`config.mk`:
```
export PLATFORM = sky130hd
export DESIGN_NAME = muxn_rr_reg
export DESIGN_NICKNAME = d
export VERILOG_FILES = /design/src/rtl/muxn_pkg.sv /design/src/rtl/muxn_rr_reg_rr_arbiter.sv /design/src/rtl/muxn_rr_reg.sv
export SDC_FILE = /design/constraint.sdc
export NUM_CORES = 1
export LEC_CHECK = 0
export BUFFER_PORTS_ARGS = -buffer_cell sky130_fd_sc_hd__buf_2
export CAP_MARGIN = 40
export CORE_ASPECT_RATIO = 0.5
export CORE_UTILIZATION = 40
export CTS_BUF_LIST = sky130_fd_sc_hd__clkbuf_4 sky130_fd_sc_hd__clkbuf_8 sky130_fd_sc_hd__clkbuf_16
export DETAILED_ROUTE_END_ITERATION = 7
export GPL_ROUTABILITY_DRIVEN = 0
export GPL_TIMING_DRIVEN = 0
export PLACE_DENSITY_LB_ADDON = 0.08
export SKIP_LAST_GASP = 1
export SYNTH_ARGS = -nofsm -noshare
export SYNTH_HDL_FRONTEND = slang
export SYNTH_SLANG_ARGS = --single-unit
```
`constraint.sdc`:
```
create_clock -name clk -period 2.4 [get_ports clk]
set_input_delay 0.36 -clock clk [delete_from_list [all_inputs] [get_ports clk]]
set_output_delay 0.36 -clock clk [all_outputs]
set_load 0.05 [all_outputs]
```
`src/rtl/muxn_pkg.sv`:
```
// Shared constants for the registered N-channel mux family.
package muxn_pkg;

  localparam logic MODE_DIRECT = 1'b0;
  localparam logic MODE_RR     = 1'b1;

  localparam int unsigned DEF_WIDTH = 8;
  localparam int unsigned DEF_N     = 4;

endpackage : muxn_pkg

```
`src/rtl/muxn_rr_reg_rr_arbiter.sv`:
```
// Rotating-priority arbiter: searches req from ptr upward, wrapping to 0.
module rr_arbiter #(
  parameter int unsigned N  = 4,
  parameter int unsigned PW = $clog2(N)
) (
  input  logic [N-1:0]  req,
  input  logic [PW-1:0] ptr,
  output logic          grant_valid,
  output logic [PW-1:0] grant
);

  int unsigned idx;

  // First requester at or after ptr in circular order wins.
  always_comb begin
    grant_valid = 1'b0;
    grant       = '0;
    idx         = 0;
    for (int unsigned i = 0; i < N; i++) begin
      idx = (i + {{(32-PW){1'b0}}, ptr}) % N;
      if (!grant_valid && req[idx]) begin
        grant_valid = 1'b1;
        grant       = idx[PW-1:0];
      end
    end
  end

endmodule : rr_arbiter

```
`src/rtl/muxn_rr_reg.sv`:
```
// Registered N:1 mux with valid/ready per channel, direct or round-robin selection.
module muxn_rr_reg
  import muxn_pkg::*;
#(
  parameter int unsigned WIDTH = DEF_WIDTH,
  parameter int unsigned N     = DEF_N,
  localparam int unsigned SELW = $clog2(N)
) (
  input  logic               clk,
  input  logic               rst_n,
  input  logic               mode,
  input  logic [SELW-1:0]    select,
  input  logic [N*WIDTH-1:0] in_data,
  input  logic [N-1:0]       in_valid,
  output logic [N-1:0]       in_ready,
  output logic [WIDTH-1:0]   out,
  output logic               out_valid,
  input  logic               out_ready,
  output logic [SELW-1:0]    out_sel
);

  logic [SELW-1:0]  ptr;
  logic             rr_gv;
  logic [SELW-1:0]  rr_g;
  logic             dir_gv;
  logic             gv;
  logic [SELW-1:0]  g;
  logic             can_load;
  logic [WIDTH-1:0] load_data;

  rr_arbiter #(
    .N  (N),
    .PW (SELW)
  ) u_arb (
    .req         (in_valid),
    .ptr         (ptr),
    .grant_valid (rr_gv),
    .grant       (rr_g)
  );

  // Direct grant; an out-of-range select matches no channel, so it never grants.
  always_comb begin
    dir_gv = 1'b0;
    for (int unsigned k = 0; k < N; k++) begin
      if (SELW'(k) == select && in_valid[k]) dir_gv = 1'b1;
    end
  end

  // Grant mux, load condition and one-hot ready.
  always_comb begin
    gv       = (mode == MODE_RR) ? rr_gv : dir_gv;
    g        = (mode == MODE_RR) ? rr_g  : select;
    can_load = !out_valid || out_ready;
    in_ready = '0;
    for (int unsigned k = 0; k < N; k++) begin
      in_ready[k] = rst_n && can_load && gv && (SELW'(k) == g);
    end
  end

  // Data of the granted channel.
  always_comb begin
    load_data = '0;
    for (int unsigned k = 0; k < N; k++) begin
      if (SELW'(k) == g) load_data = in_data[k*WIDTH +: WIDTH];
    end
  end

  // Output register and round-robin pointer.
  always_ff @(posedge clk or negedge rst_n) begin
    if (!rst_n) begin
      out       <= '0;
      out_valid <= 1'b0;
      out_sel   <= '0;
      ptr       <= '0;
    end else if (can_load) begin
      if (gv) begin
        out       <= load_data;
        out_sel   <= g;
        out_valid <= 1'b1;
        if (mode == MODE_RR) begin
          if ({{(32-SELW){1'b0}}, g} == N - 1) ptr <= '0;
          else                                 ptr <= g + 1'b1;
        end
      end else begin
        out_valid <= 1'b0;
      end
    end
  end

endmodule : muxn_rr_reg
```
==> results of run 1 <==
[worst paths after layout]
check                                         endpoint  slack [ps]  cells after the start
worst max-delay path                       in_ready[2]         -70                      9
worst min-delay path                out[5]$_DFFE_PN0P_          20                      1
worst max register to register      out[0]$_DFFE_PN0P_           0                     11
worst min register to register  out_sel[0]$_DFFE_PN0P_         500                      1
max in group asynchronous           ptr[1]$_DFFE_PN0P_        2090                      1
min in group clk                 out_valid$_DFFE_PN0N_         390                      3
[flip-flops by register name, summed over array words and instances (netlist names)]
signal,flops
out_sel,2
out_valid,1
out,8
ptr,2
[cell type report]
type / instances / area (sq um)
tap: 35 / 43.8
fill: 174 / 627
inverter: 6 / 25.0
timing repair buffer: 66 / 399
buffer: 3 / 41.3
sequential: 13 / 327
multi-input combinational: 84 / 833
clock buffer: 3 / 41.3
clock inverter: 1 / 5.00
[timing repair]
item | CTS | global route
setup buffers | 9 | 1
pin swaps | 7 | 9
hold buffers | 0 | 0
endpoints found under the setup margin | 12 | 12
resized for setup | 41 | 13
[worst max-delay path: stages, from the launching register on]
cell	delay, ps
dfrtp_2	450
nand2b_4	160
and3_4	170
o41ai_4	310
buf_4	180
inv_4	40
ha_4	150
buf_8	110
and3_4	140
buf_8	140
[cells by family (layout without fill, tap and decap cells)]
logic type                 after synthesis  in the layout
AOI/OAI and AO/OA                       26             26
adders and majority gates                4              4
buffers and inverters                   11             79
DFF                                     13             13
muxes                                   12             12
and+or+nand+nor                         42             42
[stage by stage]
step                setup TNS, ps  area [sq um]  utilization (%)  hold slack (ps)  worst slack (ps)
finish                       -134          1720             73.2             18.6             -65.7
global route                -1270          1720             73.2             37.5              -145
CTS                          -458          1680             71.7             28.9              -100
detailed placement          -4630          1390             59.2              295              -574
global placement            -3950          1390             59.2              292              -518
floorplan                   -19.2          1060                -             64.4             -19.2
[placed cells by master, fill, tap and decap left out, types with 2 or more instances in the layout]
master / count
buf_4: 8
buf_6: 4
a21oi_1: 4
buf_8: 5
dfrtp_1: 12
mux2_2: 5
nand2_1: 12
inv_1: 5
clkbuf_8: 3
nor2b_1: 7
and3_4: 4
buf_2: 52
nand2b_1: 2
a221oi_2: 8
mux2_4: 5
and3_1: 2
ha_4: 3
o21ai_1: 2
o31ai_1: 7
[where the power goes]
group          internal, mW  switching (mW)  leakage, nW
Sequential            0.311          0.0656        0.153
Clock                 0.115          0.0885       0.0255
Combinational         0.419           0.580        0.636
Total                 0.845           0.734        0.815
[cells in the mapped netlist, types with 2 or more instances]
cell	instances	share of area [%]
nand2b_1	3	1.8
mux2_4	5	7.2
and3_1	6	3.6
ha_1	4	4.8
inv_1	6	2.2
dfrtp_1	13	31
nand2_1	13	4.7
clkbuf_1	3	1.1
o31ai_1	7	5.0
a221oi_1	8	6.7
nor2b_1	8	4.8
mux2_2	5	5.4
a21oi_1	4	1.9
o21ai_0	2	0.96
[layer usage]
layer / up-vias / wire, microns / track usage [%]
met5: - / 0 / 0
met2: 39 / 1420 / 40.3
met4: 0 / 0 / 5.66
met1: 524 / 1420 / 26.8
met3: 0 / 167 / 4.74
li1: 545 / - / -
==> reports/results.tsv, run 1 <==
stage	metric	value	unit
global_routing	largest net degree at the start of global routing	18	
drt	total wire length	3010	microns
worst_setup_path	Setup Crit Path Kind	flip-flop to output port	
sta	fmax	406	MHz
sta	Tmin final	2470	ps
floorplan	starting density of the core	44.7	%
sta	Worst-Margin Slew	381	ps
floorplan	die height	38.2	microns
cts	CTS tree	done	
sta	RSZ-0062 raised after global routing	yes	
global_routing	initial antenna violation count	0	
outcome	failing checks	setup timing	
cells_and_area	layout cells sized above 1	63.6	%
cts	CTS buffer count	3	
global_routing	GRT Total Usage	22.0	%
cells_and_area	Final Net Count	223	
yosys	Post-synth ARST share	100	%
drt	via count	1108	
drt	antenna-violating nets left	0	
yosys	post-synthesis compound-gate area fraction	18.5	%
power_and_ir_drop	Max VDD drop	413	uV
floorplan	Std-Cell Core Area	0.00234	sq mm
place	PortBufs	56	
drt	number of DRC markers in iteration 0	22	
floorplan	width of the die	74.4	microns
yosys	Mapped Cells	108	
yosys	adder-cell share of the synthesized area	4.78	%
yosys	largest family of logic cells by synthesized area	simple AND/OR/NAND/NOR gates	
global_routing	Congestion Overflow GR	0	
power_and_ir_drop	P_leak	0.815	nW
sta	endpoints failing setup	3	
power_and_ir_drop	PwrDens	920	mW/mm^2
global_routing	vias in the first global route	1015	
cts	Clock Sink Count	13	
worst_setup_path	crit path DAT	2110	ps
power_and_ir_drop	Power, Total	1.58	mW
cts	Worst-path clk slew	60	ps
sta	final worst path period share	103	%
place	Inst Count DP	199	
yosys	Post-Syn Area	0.00105	sq mm
hold_path	min-delay worst type	input port to asynchronous set/reset pin	
drt	drt wl/cell	14.2	microns
yosys	Distinct cells, synth	35	
sta	Hold Vio Cnt, Final	0	
worst_setup_path	Req. time, crit path	2040	ps
worst_setup_path	crit start category	flip-flop	
outcome	outcome	finished with violations	
yosys	Post-Synth Simple-Gate Area	23.8	%
yosys	Synth Area in XOR/XNOR	0	%
floorplan	I/O Pins	57	
drt	# DRC	0	
yosys	register bit total from synthesis	13	
yosys	Most used DFF post-synth	dfrtp_1	
sta	Slew Limit Fails	0	
worst_setup_path	endpoint type of the worst setup path	output port	
sta	skew final	1.31	ps
yosys	mux cell area share after synthesis	17.2	%
cts	H-tree Lvls	1	
worst_setup_path	Max FO, Critical Path	8	
floorplan	Die ar.	0.00284	sq mm
yosys	Synth Warn #	0	
yosys	syn nets	154	
job	max cap viols	0	
worst_setup_path	crit path from	ptr[1]$_DFFE_PN0P_	
cts	CTS max path bufs	2	
worst_setup_path	Reg-to-Reg Start	ptr[1]$_DFFE_PN0P_	
yosys	Mean Syn Cell Area	9.70	sq um
sta	setup ws final	-65.7	ps
sta	Relative slew margins	74.5	%
drt	DR vias/cell	5.25	
cts	worst skew pair latency	250	ps
cells_and_area	n_diodes	0	
floorplan	# rows	12	
yosys	sequential share of the synthesized area	31.1	%
drt	1st-pass router iterations	4	
place	Final HPWL DP	2100	microns
cells_and_area	Finished Layout Cells	211	
yosys	Post-synth EDFFs	0	
cts	root buffer cell	clkbuf_8	
cells_and_area	area delta synth->final	63.8	%
global_routing	first-pass GRT wire length	4540	microns
Power figures use the tool's default switching activity.
==> run 2: changes to the inputs <==
--- a/config.mk
+++ b/config.mk
@@ -7,3 +7,3 @@
 export LEC_CHECK = 0
-export BUFFER_PORTS_ARGS = -buffer_cell sky130_fd_sc_hd__buf_2
+export BUFFER_PORTS_ARGS = -buffer_cell sky130_fd_sc_hd__buf_4
 export CAP_MARGIN = 40
--- a/constraint.sdc
+++ b/constraint.sdc
@@ -3,2 +3,2 @@
 set_output_delay 0.36 -clock clk [all_outputs]
-set_load 0.05 [all_outputs]
+set_load 0.01 [all_outputs]
==> run 2 against run 1 <==
The flow still finishes with violations (setup timing). Worst setup slack better by 9.7 ps. Utilization rose by 6.2 points. Global-route usage increased by 4.3 points. Critical endpoint unchanged. Total power fell by 9.6%. Clock skew about the same. Register-to-register slack worse by 30 ps. Sequential power increased by 2%. Wire length is 20% higher. Final cell count up 0.47%. First-iteration DRC count rose to 3.7 times the previous value. Clock power increased by 3%.
==> reports/results.tsv, run 2 (synthesis results as in run 1) <==
stage	metric	value	unit	change
cts	Worst-path clk slew	60	ps	about the same
sta	endpoints failing setup	5		+2
power_and_ir_drop	PwrDens	767	mW/mm^2	-17%
place	Final HPWL DP	2170	microns	+3.3%
hold_path	Min-Delay Path Depth	3		
outcome	outcome	finished with violations		
cells_and_area	layout cells sized above 1	64.4	%	+0.77 points
cells_and_area	highest-count cells in the layout ignoring fill and taps	buf_4, nand2_1, dfrtp_1		
cts	H-tree Lvls	1		unchanged
cells_and_area	leading cell type in the layout, fill and taps excluded	buf_4		
place	pre-CTS WS	-364	ps	+211 ps
cts	CTS buffer count	3		unchanged
cts	root buffer cell	clkbuf_8		
cells_and_area	Finished Cell Area	0.00186	sq mm	+8.5%
sta	fmax	407	MHz	+0.40%
cells_and_area	Reg with most FFs	out		
drt	DR vias/cell	5.39		+2.6%
sta	Hold Vio Cnt, Final	0		unchanged
hold_path	critical hold path startpoint	out_ready		
drt	via count	1142		+3.1%
place	placed cell areas	0.00152	sq mm	+9.7%
cells_and_area	max reg flops	8		unchanged
cells_and_area	Final Net Count	224		+0.45%
floorplan	# rows	12		unchanged
sta	setup ws final	-56.0	ps	+9.73 ps
worst_setup_path	crit start category	flip-flop		
floorplan	Die ar.	0.00284	sq mm	unchanged
power_and_ir_drop	P_int	0.910	mW	+7.7%
sta	skew final	1.29	ps	-0.0196 ps
power_and_ir_drop	P_leak	0.863	nW	+5.9%
global_routing	largest net degree at the start of global routing	18		unchanged
cts	Clock Sink Count	13		unchanged
global_routing	Congestion Overflow GR	0		unchanged
power_and_ir_drop	Sequential Power Share	26.8	%	+3.0 points
power_and_ir_drop	Psw	0.518	mW	-29%
power_and_ir_drop	Gate power share	58.6	%	-4.7 points
sta	Tmin final	2460	ps	-9.73 ps
worst_setup_path	FF-to-FF path depth	12		+1
power_and_ir_drop	Sw Ratio	36.3	%	-10 points
floorplan	Std-Cell Core Area	0.00234	sq mm	unchanged
floorplan	I/O Pins	57		unchanged
sta	hold slack final	393	ps	+374 ps
worst_setup_path	endpoint type of the worst setup path	output port		
drt	# DRC	0		unchanged
sta	RSZ-0062 raised after global routing	yes		
power_and_ir_drop	Clock Power Share	14.6	%	+1.7 points
sta	Fin Setup TNS	-161	ps	-27.4 ps
cts	worst skew pair latency	250	ps	about the same
cells_and_area	area delta synth->final	77.7	%	
global_routing	initial antenna violation count	0		unchanged
drt	total wire length	3590	microns	+20%
worst_setup_path	Reg-to-Reg Start	ptr[1]$_DFFE_PN0P_		
floorplan	die height	38.2	microns	unchanged
cts	CTS tree	done		
worst_setup_path	Setup Crit Path Kind	flip-flop to output port		
worst_setup_path	worst r2r dst	out[1]$_DFFE_PN0P_		
global_routing	first-pass GRT wire length	5220	microns	+15%
worst_setup_path	Max FO, Critical Path	7		-1
place	PortBufs	56		unchanged
outcome	failing checks	setup timing		
floorplan	width of the die	74.4	microns	unchanged
drt	number of DRC markers in iteration 0	81		+270%
hold_path	min-delay worst type	input port to flip-flop		
power_and_ir_drop	Max VDD drop	403	uV	-2.5%
cells_and_area	biggest regs	out x8, out_sel x2, ptr x2		
drt	1st-pass router iterations	5		+1
sta	Slew Limit Fails	0		unchanged
job	max cap viols	0		unchanged
floorplan	starting density of the core	44.7	%	unchanged
worst_setup_path	crit path DAT	2100	ps	about the same
sta	final worst path period share	102	%	-0.41 points
drt	drt wl/cell	16.9	microns	+19%
worst_setup_path	reg-to-reg setup timing slack	-30	ps	-30 ps
sta	Relative slew margins	78.3	%	+3.9 points
worst_setup_path	Req. time, crit path	2040	ps	about the same
cts	CTS max path bufs	2		unchanged
cells_and_area	n_diodes	0		unchanged
global_routing	GRT Total Usage	26.3	%	+4.3 points
hold_path	Worst Hold End	out_valid$_DFFE_PN0N_		
sta	Worst-Margin Slew	324	ps	-57.5 ps
drt	antenna-violating nets left	0		unchanged
global_routing	vias in the first global route	1073		+5.7%
[run 2: worst max-delay path, stage by stage, from the launching register on]
cell      delay (ps)
dfrtp_2          440
buf_6            130
nor4bb_2         250
o21ai_1          110
o211ai_1         180
nand2_2          170
ha_4             210
buf_8            120
and3_4           140
buf_6            110
[run 2: area by class of cell]
cell class / count / area, sq um
Clock inverter: 1 / 5.00
Sequential cell: 13 / 328
Buffer: 3 / 41.3
Timing Repair Buffer: 67 / 528
Inverter: 6 / 22.5
Multi-Input combinational cell: 84 / 851
Clock buffer: 3 / 41.3
Tap cell: 35 / 43.8
Fill cell: 146 / 482
[run 2: repair_timing]
action                     4_1_cts  5_1_grt
hold endpoints to repair        13        0
setup endpoints to repair       12       12
resized for setup               34       17
hold buffers                     1        0
pin swaps                        9       14
buffers inserted                 9        1
[run 2: worst max-delay path by stage]
| stage | startpoint | end | cells past startpoint |
|---|---|---|---|
| final | ptr[1]$_DFFE_PN0P_ | in_ready[2] | 9 |
| after global routing | ptr[1]$_DFFE_PN0P_ | in_ready[2] | 9 |
| after CTS | ptr[1]$_DFFE_PN0P_ | in_ready[3] | 9 |
| after detailed placement | ptr[1]$_DFFE_PN0P_ | out[4]$_DFFE_PN0P_ | 9 |
| after global placement | ptr[1]$_DFFE_PN0P_ | in_ready[3] | 8 |
| after floorplan | ptr[1]$_DFFE_PN0P_ | out[3]$_DFFE_PN0P_ | 9 |
[run 2: routing by layer]
layer / part of all wire (%) / wire (microns) / global-route usage [%] / vias to the layer above
met5: 0 / 0 / 0 / -
met3: 8.0 / 289 / 8.95 / 12
met2: 47 / 1700 / 42.8 / 51
met4: 2.9 / 103 / 12.7 / 0
met1: 42 / 1500 / 31.7 / 538
li1: - / - / - / 541
[run 2: power groups by stage]
stage	logic (mW)	registers, mW	clock network, mW
floorplan	0.326	0.401	0
detailed placement	0.609	0.375	0
global placement	0.602	0.371	0
finish	0.836	0.383	0.209
global route	0.894	0.394	0.226
CTS	0.767	0.376	0.211
[run 2: metrics by stage]
step | cells | power, mW | utilization (%)
6_report | 212 | 1.43 | 79.4
5_1_grt | 212 | 1.51 | 79.4
4_1_cts | 212 | 1.35 | 76.8
3_5_place_dp | 199 | 0.984 | 64.9
3_3_place_gp | 199 | 0.973 | 64.9
2_1_floorplan | 108 | 0.728 | -
